<file path="src/rtl/ball_motion.sv">
// Pong ball engine: owns the ball position, bounces it off paddles and walls on
// internal step strobes, detects misses, keeps score and sequences serve/play/point/game-over.
module ball_motion #(
    parameter int STEP_DIV    = 4,
    parameter int SERVE_DELAY = 3,
    parameter int WIN_SCORE   = 7
) (
    input  logic       clk,
    input  logic       rst_n,
    input  logic       serve,
    input  logic [1:0] paddle_collision,
    input  logic       wall_collision,
    output logic [5:0] bx,
    output logic [5:0] by,
    output logic [2:0] score1,
    output logic [2:0] score2,
    output logic       point1,
    output logic       point2,
    output logic       game_over,
    output logic       playing
);

    typedef enum logic [1:0] {IDLE, PLAY, MISS, OVER} state_e;

    localparam int CW = $clog2(STEP_DIV);
    localparam int DW = (SERVE_DELAY > 1) ? $clog2(SERVE_DELAY) : 1;

    localparam logic [5:0]    CENTRE     = 6'd31;
    localparam logic [5:0]    X_MIN      = 6'd2;
    localparam logic [5:0]    X_MAX      = 6'd61;
    localparam logic [5:0]    Y_MAX      = 6'd63;
    localparam logic [2:0]    WIN        = 3'(WIN_SCORE);
    localparam logic [CW-1:0] STEP_LAST  = CW'(STEP_DIV - 1);
    localparam logic [DW-1:0] DELAY_LAST = DW'(SERVE_DELAY - 1);
    localparam logic [1:0]    HIT_LEFT   = 2'b01;
    localparam logic [1:0]    HIT_RIGHT  = 2'b11;

    state_e          state_q, state_d;
    logic [5:0]      bx_q, bx_d, by_q, by_d;
    logic            dx_q, dx_d, dy_q, dy_d;   // dx: 1 = right, dy: 1 = down
    logic [2:0]      score1_q, score1_d, score2_q, score2_d;
    logic            point1_q, point1_d, point2_q, point2_d;
    logic [CW-1:0]   step_cnt_q, step_cnt_d;
    logic [DW-1:0]   delay_cnt_q, delay_cnt_d;
    logic            playing_q, game_over_q;
    logic            step, miss_left, miss_right, dx_nx, dy_nx;

    always_comb begin
        // NOTE: every signal gets a default before the case so no path leaves it unassigned (no latches).
        state_d     = state_q;
        bx_d        = bx_q;
        by_d        = by_q;
        dx_d        = dx_q;
        dy_d        = dy_q;
        score1_d    = score1_q;
        score2_d    = score2_q;
        point1_d    = 1'b0;
        point2_d    = 1'b0;
        delay_cnt_d = delay_cnt_q;

        step = (state_q == PLAY || state_q == MISS) && (step_cnt_q == STEP_LAST);
        if (state_q == PLAY || state_q == MISS)
            step_cnt_d = step ? '0 : step_cnt_q + 1'b1;
        else
            step_cnt_d = '0;

        miss_left  = (bx_q == X_MIN) && !dx_q && (paddle_collision != HIT_LEFT);
        miss_right = (bx_q == X_MAX) &&  dx_q && (paddle_collision != HIT_RIGHT);

        // A paddle flag only flips dx when it opposes travel, so a held flag cannot double-bounce.
        dx_nx = dx_q;
        if (paddle_collision == HIT_LEFT && !dx_q)
            dx_nx = 1'b1;
        else if (paddle_collision == HIT_RIGHT && dx_q)
            dx_nx = 1'b0;

        dy_nx = dy_q;
        if (wall_collision && by_q == 6'd0)
            dy_nx = 1'b1;
        else if (wall_collision && by_q == Y_MAX)
            dy_nx = 1'b0;

        case (state_q)
            IDLE: begin
                bx_d = CENTRE;
                by_d = CENTRE;
                if (serve) state_d = PLAY;
            end
            PLAY: if (step) begin
                if (miss_left) begin
                    score2_d    = (score2_q < WIN) ? score2_q + 3'd1 : score2_q;
                    point2_d    = 1'b1;
                    delay_cnt_d = '0;
                    state_d     = MISS;
                end else if (miss_right) begin
                    score1_d    = (score1_q < WIN) ? score1_q + 3'd1 : score1_q;
                    point1_d    = 1'b1;
                    delay_cnt_d = '0;
                    state_d     = MISS;
                end else begin
                    dx_d = dx_nx;
                    dy_d = dy_nx;
                    bx_d = dx_nx ? bx_q + 6'd1 : bx_q - 6'd1;
                    by_d = dy_nx ? by_q + 6'd1 : by_q - 6'd1;
                end
            end
            MISS: if (step) begin
                // dx is left untouched: at a miss it already points at the player who lost.
                if (delay_cnt_q == DELAY_LAST) begin
                    bx_d        = CENTRE;
                    by_d        = CENTRE;
                    dy_d        = 1'b1;
                    delay_cnt_d = '0;
                    state_d     = (score1_q == WIN || score2_q == WIN) ? OVER : IDLE;
                end else begin
                    delay_cnt_d = delay_cnt_q + 1'b1;
                end
            end
            OVER: begin
                bx_d = CENTRE;
                by_d = CENTRE;
                if (serve) begin
                    score1_d = '0;
                    score2_d = '0;
                    dx_d     = 1'b1;
                    dy_d     = 1'b1;
                    state_d  = IDLE;
                end
            end
            default: state_d = IDLE;
        endcase
    end

    always_ff @(posedge clk or negedge rst_n) begin
        if (!rst_n) begin
            state_q     <= IDLE;
            bx_q        <= CENTRE;
            by_q        <= CENTRE;
            dx_q        <= 1'b1;
            dy_q        <= 1'b1;
            score1_q    <= '0;
            score2_q    <= '0;
            point1_q    <= 1'b0;
            point2_q    <= 1'b0;
            step_cnt_q  <= '0;
            delay_cnt_q <= '0;
            playing_q   <= 1'b0;
            game_over_q <= 1'b0;
        end else begin
            // NOTE: non-blocking so every register samples the same pre-edge values.
            state_q     <= state_d;
            bx_q        <= bx_d;
            by_q        <= by_d;
            dx_q        <= dx_d;
            dy_q        <= dy_d;
            score1_q    <= score1_d;
            score2_q    <= score2_d;
            point1_q    <= point1_d;
            point2_q    <= point2_d;
            step_cnt_q  <= step_cnt_d;
            delay_cnt_q <= delay_cnt_d;
            playing_q   <= (state_d == PLAY);
            game_over_q <= (state_d == OVER);
        end
    end

    assign bx        = bx_q;
    assign by        = by_q;
    assign score1    = score1_q;
    assign score2    = score2_q;
    assign point1    = point1_q;
    assign point2    = point2_q;
    assign playing   = playing_q;
    assign game_over = game_over_q;

endmodule

</file>
<file path="config.mk">
export PLATFORM = sky130hd
export DESIGN_NAME = ball_motion
export DESIGN_NICKNAME = d
export VERILOG_FILES = /design/src/rtl/ball_motion.sv
export SDC_FILE = /design/constraint.sdc
export NUM_CORES = 1
export LEC_CHECK = 0
export BUFFER_PORTS_ARGS = -buffer_cell sky130_fd_sc_hd__buf_2
export CORE_AREA = 2 2 80 82
export CTS_BUF_LIST = sky130_fd_sc_hd__clkbuf_16
export DETAILED_ROUTE_END_ITERATION = 7
export DIE_AREA = 0 0 82 84
export SKIP_LAST_GASP = 1
export SYNTH_ARGS = -nofsm -noshare
export SYNTH_HDL_FRONTEND = slang
export SYNTH_SLANG_ARGS = --single-unit
</file>
<file path="constraint.sdc">
create_clock -name clk -period 2.6 [get_ports clk]
set_clock_uncertainty 0.05 [all_clocks]
set_input_delay 0 -clock clk [delete_from_list [all_inputs] [get_ports clk]]
set_output_delay 0 -clock clk [all_outputs]
set_load 0.1 [all_outputs]
</file>
=== Yosys cells after proc, flatten, opt, wreduce, memory -nomap -nowiden ===
Index checks and enable logic that the tools add are counted.

* Equal/unequal tests: 27
* Shift-type cells: 0
* Bitwise logic cells: 0
* Order comparisons: 2
* Multipliers: 0
* Add/sub/neg operators: 8
* Muxes and demuxes: 61
* Reductions and logical operators: 24
* Divide/modulo/power cells: 0

{| class="wikitable"
|+ Operators by type and width
! kind !! number
|-
| two-way mux 6 bit || 10
|-
| one-hot mux 6 bit (3 select lines) || 2
|-
| two-way mux 2 bit || 15
|-
| two-way mux 3 bit || 8
|-
| two-way mux 1 bit || 20
|-
| != test 2 bit, second input constant || 8
|-
| AND reduction 5 bit || 3
|-
| adder 6 x 1 -> 6 bit, second input constant || 2
|-
| == test 2 bit, second input constant || 6
|-
| == test 6 bit, second input constant || 2
|-
| one-hot mux 3 bit (2 select lines) || 2
|-
| subtractor 6 x 1 -> 6 bit, second input constant || 2
|-
| logical AND 1 bit || 9
|-
| != test 2 x 1 -> 1 bit, second input constant || 4
|-
| one-hot mux 2 bit (4 select lines) || 1
|-
| AND reduction 7 bit || 1
|-
| adder 3 x 1 -> 3 bit, second input constant || 2
|-
| == test 2 x 1 -> 1 bit, second input constant || 3
|-
| == test 3 bit, second input constant || 2
|-
| == test 6 x 2 -> 1 bit, second input constant || 1
|-
| logical NOT 6 bit || 1
|-
| less-than comparator 3 bit, second input constant || 2
|-
| AND reduction 6 bit || 1
|-
| adder 2 x 1 -> 2 bit, second input constant || 2
|-
| other kinds (11) || 13
|}

* Bits in read-only memories: 0
* Word-level logic and storage cells: 135
* Memories kept: 0
* Latch bits: 0
* RAM bits: 0
* Register bits after elaboration: 30
* Output and inout port bits: 22

=== Depth between registers and ports, before layout ===
Gate-level depths: netlist of run 1.

* Depth in word-level cells: 9
* Mapped depth: 10
* Depth with buffers taken out: 10

=== Worst setup path after synthesis of run 1 ===
No wires, ideal clock.

* Kind: flip-flop to flip-flop
* Start: register by_q[5] (netlist: by[5])
* End: register by_q[5] (netlist: by[5])
* Data required time: 2436 ps
* Setup time: 114 ps
* Clock period less this slack: 2939 ps
* Arrival: 2776 ps
* Stages on the path, launching flop included: 11
* Path buffers: 0
* Slack: -339 ps
* Cells stage by stage: dfrtp_1 > nor4_1 > a31oi_1 > a21oi_1 > inv_1 > ha_1 > a211oi_1 > o21ai_0 > and3_1 > o32a_1 > o41ai_1

* Word-level cells in the longest chain between the ends: 9
* Elaborated cells on any way between the ends: 13
* Classes of those cells: add/sub: 2; eq/ne: 1; mux: 7; reduce/logical: 3

{| class="wikitable"
|+ Ends and longest elaborated chain
! element !! line !! text
|-
| start, declared || 39 || <nowiki>logic [5:0] bx_q, bx_d, by_q, by_d;</nowiki>
|-
| start signal, assigned || 153 || <nowiki>by_q <= by_d;</nowiki>
|-
| parallel branches: the longest is 4 deep, another holds subtractor 6 x 1 -> 6 bit || - ||
|-
| two-way mux 6 bit * || 104 || <nowiki>by_d = dy_nx ? by_q + 6'd1 : by_q - 6'd1;</nowiki>
|-
| two-way mux 6 bit * || 95 || <nowiki>end else if (miss_right) begin</nowiki>
|-
| two-way mux 6 bit * || 90 || <nowiki>if (miss_left) begin</nowiki>
|-
| two-way mux 6 bit * || 89 || <nowiki>PLAY: if (step) begin</nowiki>
|-
| one-hot mux 6 bit (3 select lines) * || 83 || <nowiki>case (state_q)</nowiki>
|}

Every way passes the cells marked *. The select of a mux whose other input is x is not followed.
A chain may end at the register's enable or synchronous reset.

=== Final worst setup path of run 1 ===
* Start: register by_q[0] (netlist: by[0])
* End: register by_q[5] (netlist: by[5])

Same word-level chain as after synthesis.

==> qor.csv, run 1 <==
metric,value,unit
chip height,84,um
DR vias/cell,5.24,
period utilization,0.961,
PortBufs,27,
first-pass GRT wire length,7930,um
met2 Usage GRT,0.230,
run status,finished clean,
grt met1 use,0.205,
nets@finish,278,
CP arrival,2.61,ns
initial antenna violation count,0,
kind of critical path,flop to flop,
Commonest cells post-synth,"a21oi_1, dfrtp_1, ha_1, nor2_1, inv_1",
Fmax,400,MHz
Avg Inst Size Synth,9.50,um^2
WL final,4740,um
DR iter-0 viols,96,
Worst path slowest cell,dfstp_4,
register area share after synthesis,0.370,
fin. max-slew vios,0,
Post-synth ARST share,1.00,
placed wire-length estimate,3400,um
Final min period,2.50,ns
CTS tree,built,
"area leader, netlist",dfrtp_1,
site row count,29,
slew of the pin with the lowest slew margin,0.697,ns
"Setup violations, final",0,
setup_tns,0,ns
required time of the critical path,2.71,ns
"Critical Path, Cell by Cell",nor4_2 > a31oi_1 > a21oi_2 > inv_2 > ha_1 > or2_2 > and3_1 > o32a_1 > o41ai_1,
main flop type after synthesis,dfrtp_1,
GR peak layer,met2,
core area,0.00610,mm^2
RePlAce Congestion,0.854,
area growth from synthesis to layout,21.4,%
# clock sinks,30,
unrepaired setup endpoints after global routing,false,
IO Pins,28,
die area,0.00689,mm^2
DRC,0,
met3 Use GR,0.0325,
Post-synth EDFFs,0,
maxcap violations,0,
cells after synthesis,218,
per-cell routed wire length,14.3,um
Relative slew margins,0.535,
CP Launch Type,flop,
die width,82,um
Ys Warns,0,
pin count of the biggest net entering global routing,31,
CTS Buffer Depth,2,
Final Hold Fails,0,
total CTS buffers,5,
worst path bufs/invs,1,
share of layout cells above drive strength 1,0.303,
Area contributors post-synth,"dfrtp_1, dfstp_2, ha_1",
post-route ant nets,0,
vias in the first global route,1687,
Synth top area share,0.217,
DRT Pass-1 Iters,4,
Mapped Area,0.00207,mm^2
fillers,618,
Initial Util,0.340,
H-tree levels,2,
# diodes,0,
Worst Path Max Fanout,6,
Setup crit end kind,flop,
Root Buffer,clkbuf_16,
Worst-Skew Late Latency,0.27,ns
via count,1733,
Hold Path Class,primary input to flop,
kind of cell adding the most delay to the critical path,simple AND/OR/NAND/NOR gates,
GRT Total Usage,0.148,
total congestion overflow,0,
Synth Register Bits,30,
count of different cell masters after synthesis,53,
"Clk pin slew, worst setup/hold paths",0.05,ns
syn_nets,243,
CP max stage delay,0.49,ns
[stage by stage]
step | area [um^2] | std cells | setup WS (ns) | hold slack [ns] | util
CTS | 2480 | 330 | 0.0523 | 0.0769 | 0.407
global route | 2520 | 331 | 0.00644 | 0.0925 | 0.413
floorplan | 2090 | 218 | 0.00245 | -0.346 | -
global placement | 2330 | 321 | 0.181 | 0.0380 | 0.383
detailed placement | 2330 | 321 | 0.0469 | 0.0460 | 0.383
finish | 2520 | 331 | 0.100 | 0.0794 | 0.413
[per-layer routing]
| metal | vias to the layer above | wire, um |
|---|---|---|
| li1 | 856 | - |
| met1 | 841 | 2370 |
| met2 | 36 | 2250 |
| met3 | 0 | 127 |
| met4 | 0 | 0 |
| met5 | - | 0 |
[logic make-up (layout without fill, tap and decap cells)]
family | after synthesis | after routing | share of synthesized area
XOR/XNOR | 6 | 6 | 0.0254
buffers and inverters | 23 | 59 | 0.0525
AND/OR/NAND/NOR | 71 | 71 | 0.187
multiplexers | 9 | 9 | 0.0501
AO/OA/AOI/OAI | 60 | 60 | 0.193
adder cells (fa/ha/maj) | 19 | 19 | 0.122
flip-flops | 30 | 30 | 0.370
[flip-flops by register name (all words and copies together) (netlist names)]
register     flops
bx               6
by               6
delay_cnt_q      2
dx_q             1
dy_q             1
game_over        1
playing          1
point1           1
point2           1
score1           3
score2           3
state_q          2
step_cnt_q       2
[placed cells by master (no fill, tap or decap), drive strengths merged, types with 3 or more instances in the layout]
cell	n
nand3	3
a21o	4
nor3	8
nor2b	6
clkbuf	5
clkinv	3
a31oi	10
dfrtp	18
nor2	17
buf	34
dfstp	12
ha	17
or2	3
o21ai	11
nand2b	3
o41ai	3
nand2	12
mux2	8
xor2	5
inv	16
a21oi	18
and2	5
[cell type report]
type | count | area (um^2) | share of cell area
Clock buffer | 5 | 125 | 0.0497
Tap cell | 77 | 96.3 | 0.0383
Multi-Input combinational cell | 165 | 1230 | 0.489
Timing Repair Buffer | 35 | 210 | 0.0835
Inverter | 16 | 60.1 | 0.0239
Sequential cell | 30 | 782 | 0.311
Clock inverter | 3 | 11.3 | 0.00448
[path summary, 6_finish.rpt]
kind	startpoint	depth (start not counted)	end	slack, ns
worst min-delay path	serve	4	state_q[0]	0.08
max in group asynchronous	rst_n	2	by[5]	1.75
min in group asynchronous	rst_n	2	score1[2]	0.27
worst min register to register	step_cnt_q[0]	1	step_cnt_q[0]	0.39
worst max register to register	by[0]	9	by[5]	0.10
worst max-delay path	by[0]	9	by[5]	0.10
[worst min-delay path: cells and delay by family]
family / cells / cell delay (ns)
AOI/OAI and AO/OA: 2 / 0.20
buffers and inverters: 2 / 0.17
[what timing repair did]
item	in CTS	in global routing
resized for setup	0	8
endpoints found under the setup margin	0	2
setup buffers	0	1
hold endpoints to repair	18	0
hold buffers	1	0
Power of run 1 is left out: the tool's default activity adds up to more than one toggle a clock period on the data nets, which glitch-free logic cannot reach.
==> inputs of run 2 (changes only) <==
--- a/config.mk
+++ b/config.mk
@@ -5,11 +5,11 @@
 export SDC_FILE = /design/constraint.sdc
 export NUM_CORES = 1
 export LEC_CHECK = 0
-export BUFFER_PORTS_ARGS = -buffer_cell sky130_fd_sc_hd__buf_2
 export CORE_AREA = 2 2 80 82
 export CTS_BUF_LIST = sky130_fd_sc_hd__clkbuf_16
 export DETAILED_ROUTE_END_ITERATION = 7
 export DIE_AREA = 0 0 82 84
+export DONT_BUFFER_PORTS = 1
 export SKIP_LAST_GASP = 1
 export SYNTH_ARGS = -nofsm -noshare
 export SYNTH_HDL_FRONTEND = slang
==> constraint.sdc (replaced) <==
create_clock -name clk -period 2.5 [get_ports clk]
set_clock_uncertainty 0.05 [all_clocks]
set_input_delay 0 -clock clk [delete_from_list [all_inputs] [get_ports clk]]
set_output_delay 0 -clock clk [all_outputs]
set_load 0.1 [all_outputs]
==> qor.csv, run 2 (synthesized netlist as in run 1, its figures left out) <==
metric,value,unit,change
"Setup violations, final",0,,unchanged
worst setup margin,0.0598,ns,-0.0406 ns
DR iter-0 viols,69,,-28%
H-tree levels,2,,unchanged
CTS Buffer Depth,2,,unchanged
most frequent cells in the layout,"buf_4, nor2_1, inv_1, a21oi_1, dfrtp_1",,
Root Buffer,clkbuf_16,,
"Critical Path, Cell by Cell",nand4_1 > o21ai_1 > a21oi_2 > inv_2 > ha_4 > a211oi_2 > o21ai_2 > and3_1 > o32a_1 > o41ai_1,,
DRT Pass-1 Iters,4,,unchanged
vias in the first global route,1656,,-1.8%
post-route ant nets,0,,unchanged
GRT Total Usage,0.148,,-0.000188
nets@finish,270,,-2.9%
per-cell routed wire length,15.0,um,+4.5%
# clock sinks,30,,unchanged
Relative slew margins,0.423,,-0.112
Worst Path Max Fanout,5,,-1
Worst-Skew Late Latency,0.27,ns,about the same
DR vias/cell,5.31,,+1.4%
Worst path slowest cell,dfstp_4,,
Setup crit end kind,flop,,
DRC,0,,unchanged
slew of the pin with the lowest slew margin,0.866,ns,+0.169 ns
total CTS buffers,5,,unchanged
die width,82,um,unchanged
area growth from synthesis to layout,25.3,%,
first-pass GRT wire length,7970,um,+0.52%
Hold Path Class,primary input to asynchronous set/reset pin,,
Initial Util,0.340,,unchanged
CTS tree,built,,
share of layout cells above drive strength 1,0.305,,+0.00173
period utilization,0.976,,+0.0147
fillers,592,,-4.2%
Final Hold Fails,0,,unchanged
total congestion overflow,0,,unchanged
Final min period,2.44,ns,-0.0594 ns
site row count,29,,unchanged
Post-CTS Setup Repair Bufs,0,,unchanged
pin count of the biggest net entering global routing,31,,unchanged
via count,1715,,-1.0%
Setup WS pre-CTS,0.00987,ns,-0.0370 ns
CP Launch Type,flop,,
IO Pins,28,,unchanged
chip height,84,um,unchanged
kind of critical path,flop to flop,,
CP max stage delay,0.64,ns,+0.15 ns
placed wire-length estimate,3420,um,+0.59%
maxcap violations,0,,unchanged
PortBufs,0,,-100%
initial antenna violation count,0,,unchanged
# diodes,0,,unchanged
WL final,4840,um,+2.0%
fin. max-slew vios,0,,unchanged
die area,0.00689,mm^2,unchanged
CP arrival,2.55,ns,-0.06 ns
"leading cell type in the layout, fill and taps excluded",buf_4,,
required time of the critical path,2.61,ns,-0.10 ns
run status,finished clean,,
unrepaired setup endpoints after global routing,true,,
"Clk pin slew, worst setup/hold paths",0.05,ns,about the same
Fmax,410,MHz,+2.4%
Hold WS,0.173,ns,+0.0940 ns
RePlAce Congestion,0.797,,-6.7%
core area,0.00610,mm^2,unchanged
## run 2: cell types whose count changed in the layout (fill, tap and decap cells not counted), sizes merged
cell and change:
buf -9, clkinv -1, dlygate4sd3 +1, inv +1
## run 2: layout make-up
type,instances,area [um^2],area share
Clock buffer,5,125,0.0482
Clock inverter,3,12.5,0.00482
Inverter,16,60.1,0.0231
Multi-Input combinational cell,165,1300,0.500
Sequential cell,30,783,0.302
Tap cell,77,96.3,0.0371
Timing Repair Buffer,27,220,0.0848
## run 2: per-layer routing
layer	routed length, um	global-route usage	part of all wire	vias to the layer above
met5	0	0	0	-
met4	57	0.0455	0.012	0
met2	2320	0.228	0.48	26
li1	-	-	-	837
met3	209	0.0390	0.043	7
met1	2250	0.200	0.47	845
## run 2: per-stage QoR
| step | std cells | area [um^2] | utilization | setup TNS, ns |
|---|---|---|---|---|
| 6_report | 323 | 2600 | 0.426 | 0 |
| 3_5_place_dp | 312 | 2320 | 0.381 | 0 |
| 4_1_cts | 323 | 2500 | 0.410 | 0 |
| 5_1_grt | 323 | 2600 | 0.426 | -0.0676 |
| 2_1_floorplan | 218 | 2090 | - | -0.0672 |
| 3_3_place_gp | 312 | 2320 | 0.381 | 0 |
## run 2: path summary, 6_finish.rpt
path	start	end	slack, ns	cells after the start
max	by[4]	by[5]	0.06	10
min	rst_n	by[5]	0.17	2
max reg2reg	by[4]	by[5]	0.06	10
min reg2reg	step_cnt_q[0]	step_cnt_q[0]	0.39	1
max in group asynchronous	rst_n	by[4]	1.99	2
min in group clk	serve	state_q[0]	0.19	4
## run 2: critical path: cells and delay by family (launching register included)
kind | cells | cell delay [ns]
adder cells (fa/ha/maj) | 1 | 0.22
buffers and inverters | 1 | 0.13
AND/OR/NAND/NOR | 2 | 0.28
flip-flops | 1 | 0.64
AO/OA/AOI/OAI | 6 | 0.98
## run 2: what timing repair did
item,CTS,global route
endpoints found under the setup margin,1,3
hold buffers,3,0
endpoints found under the hold margin,34,0
pin swaps,0,3
resized for setup,1,14
gates cloned,0,0
Power of run 2 is left out for the same reason.
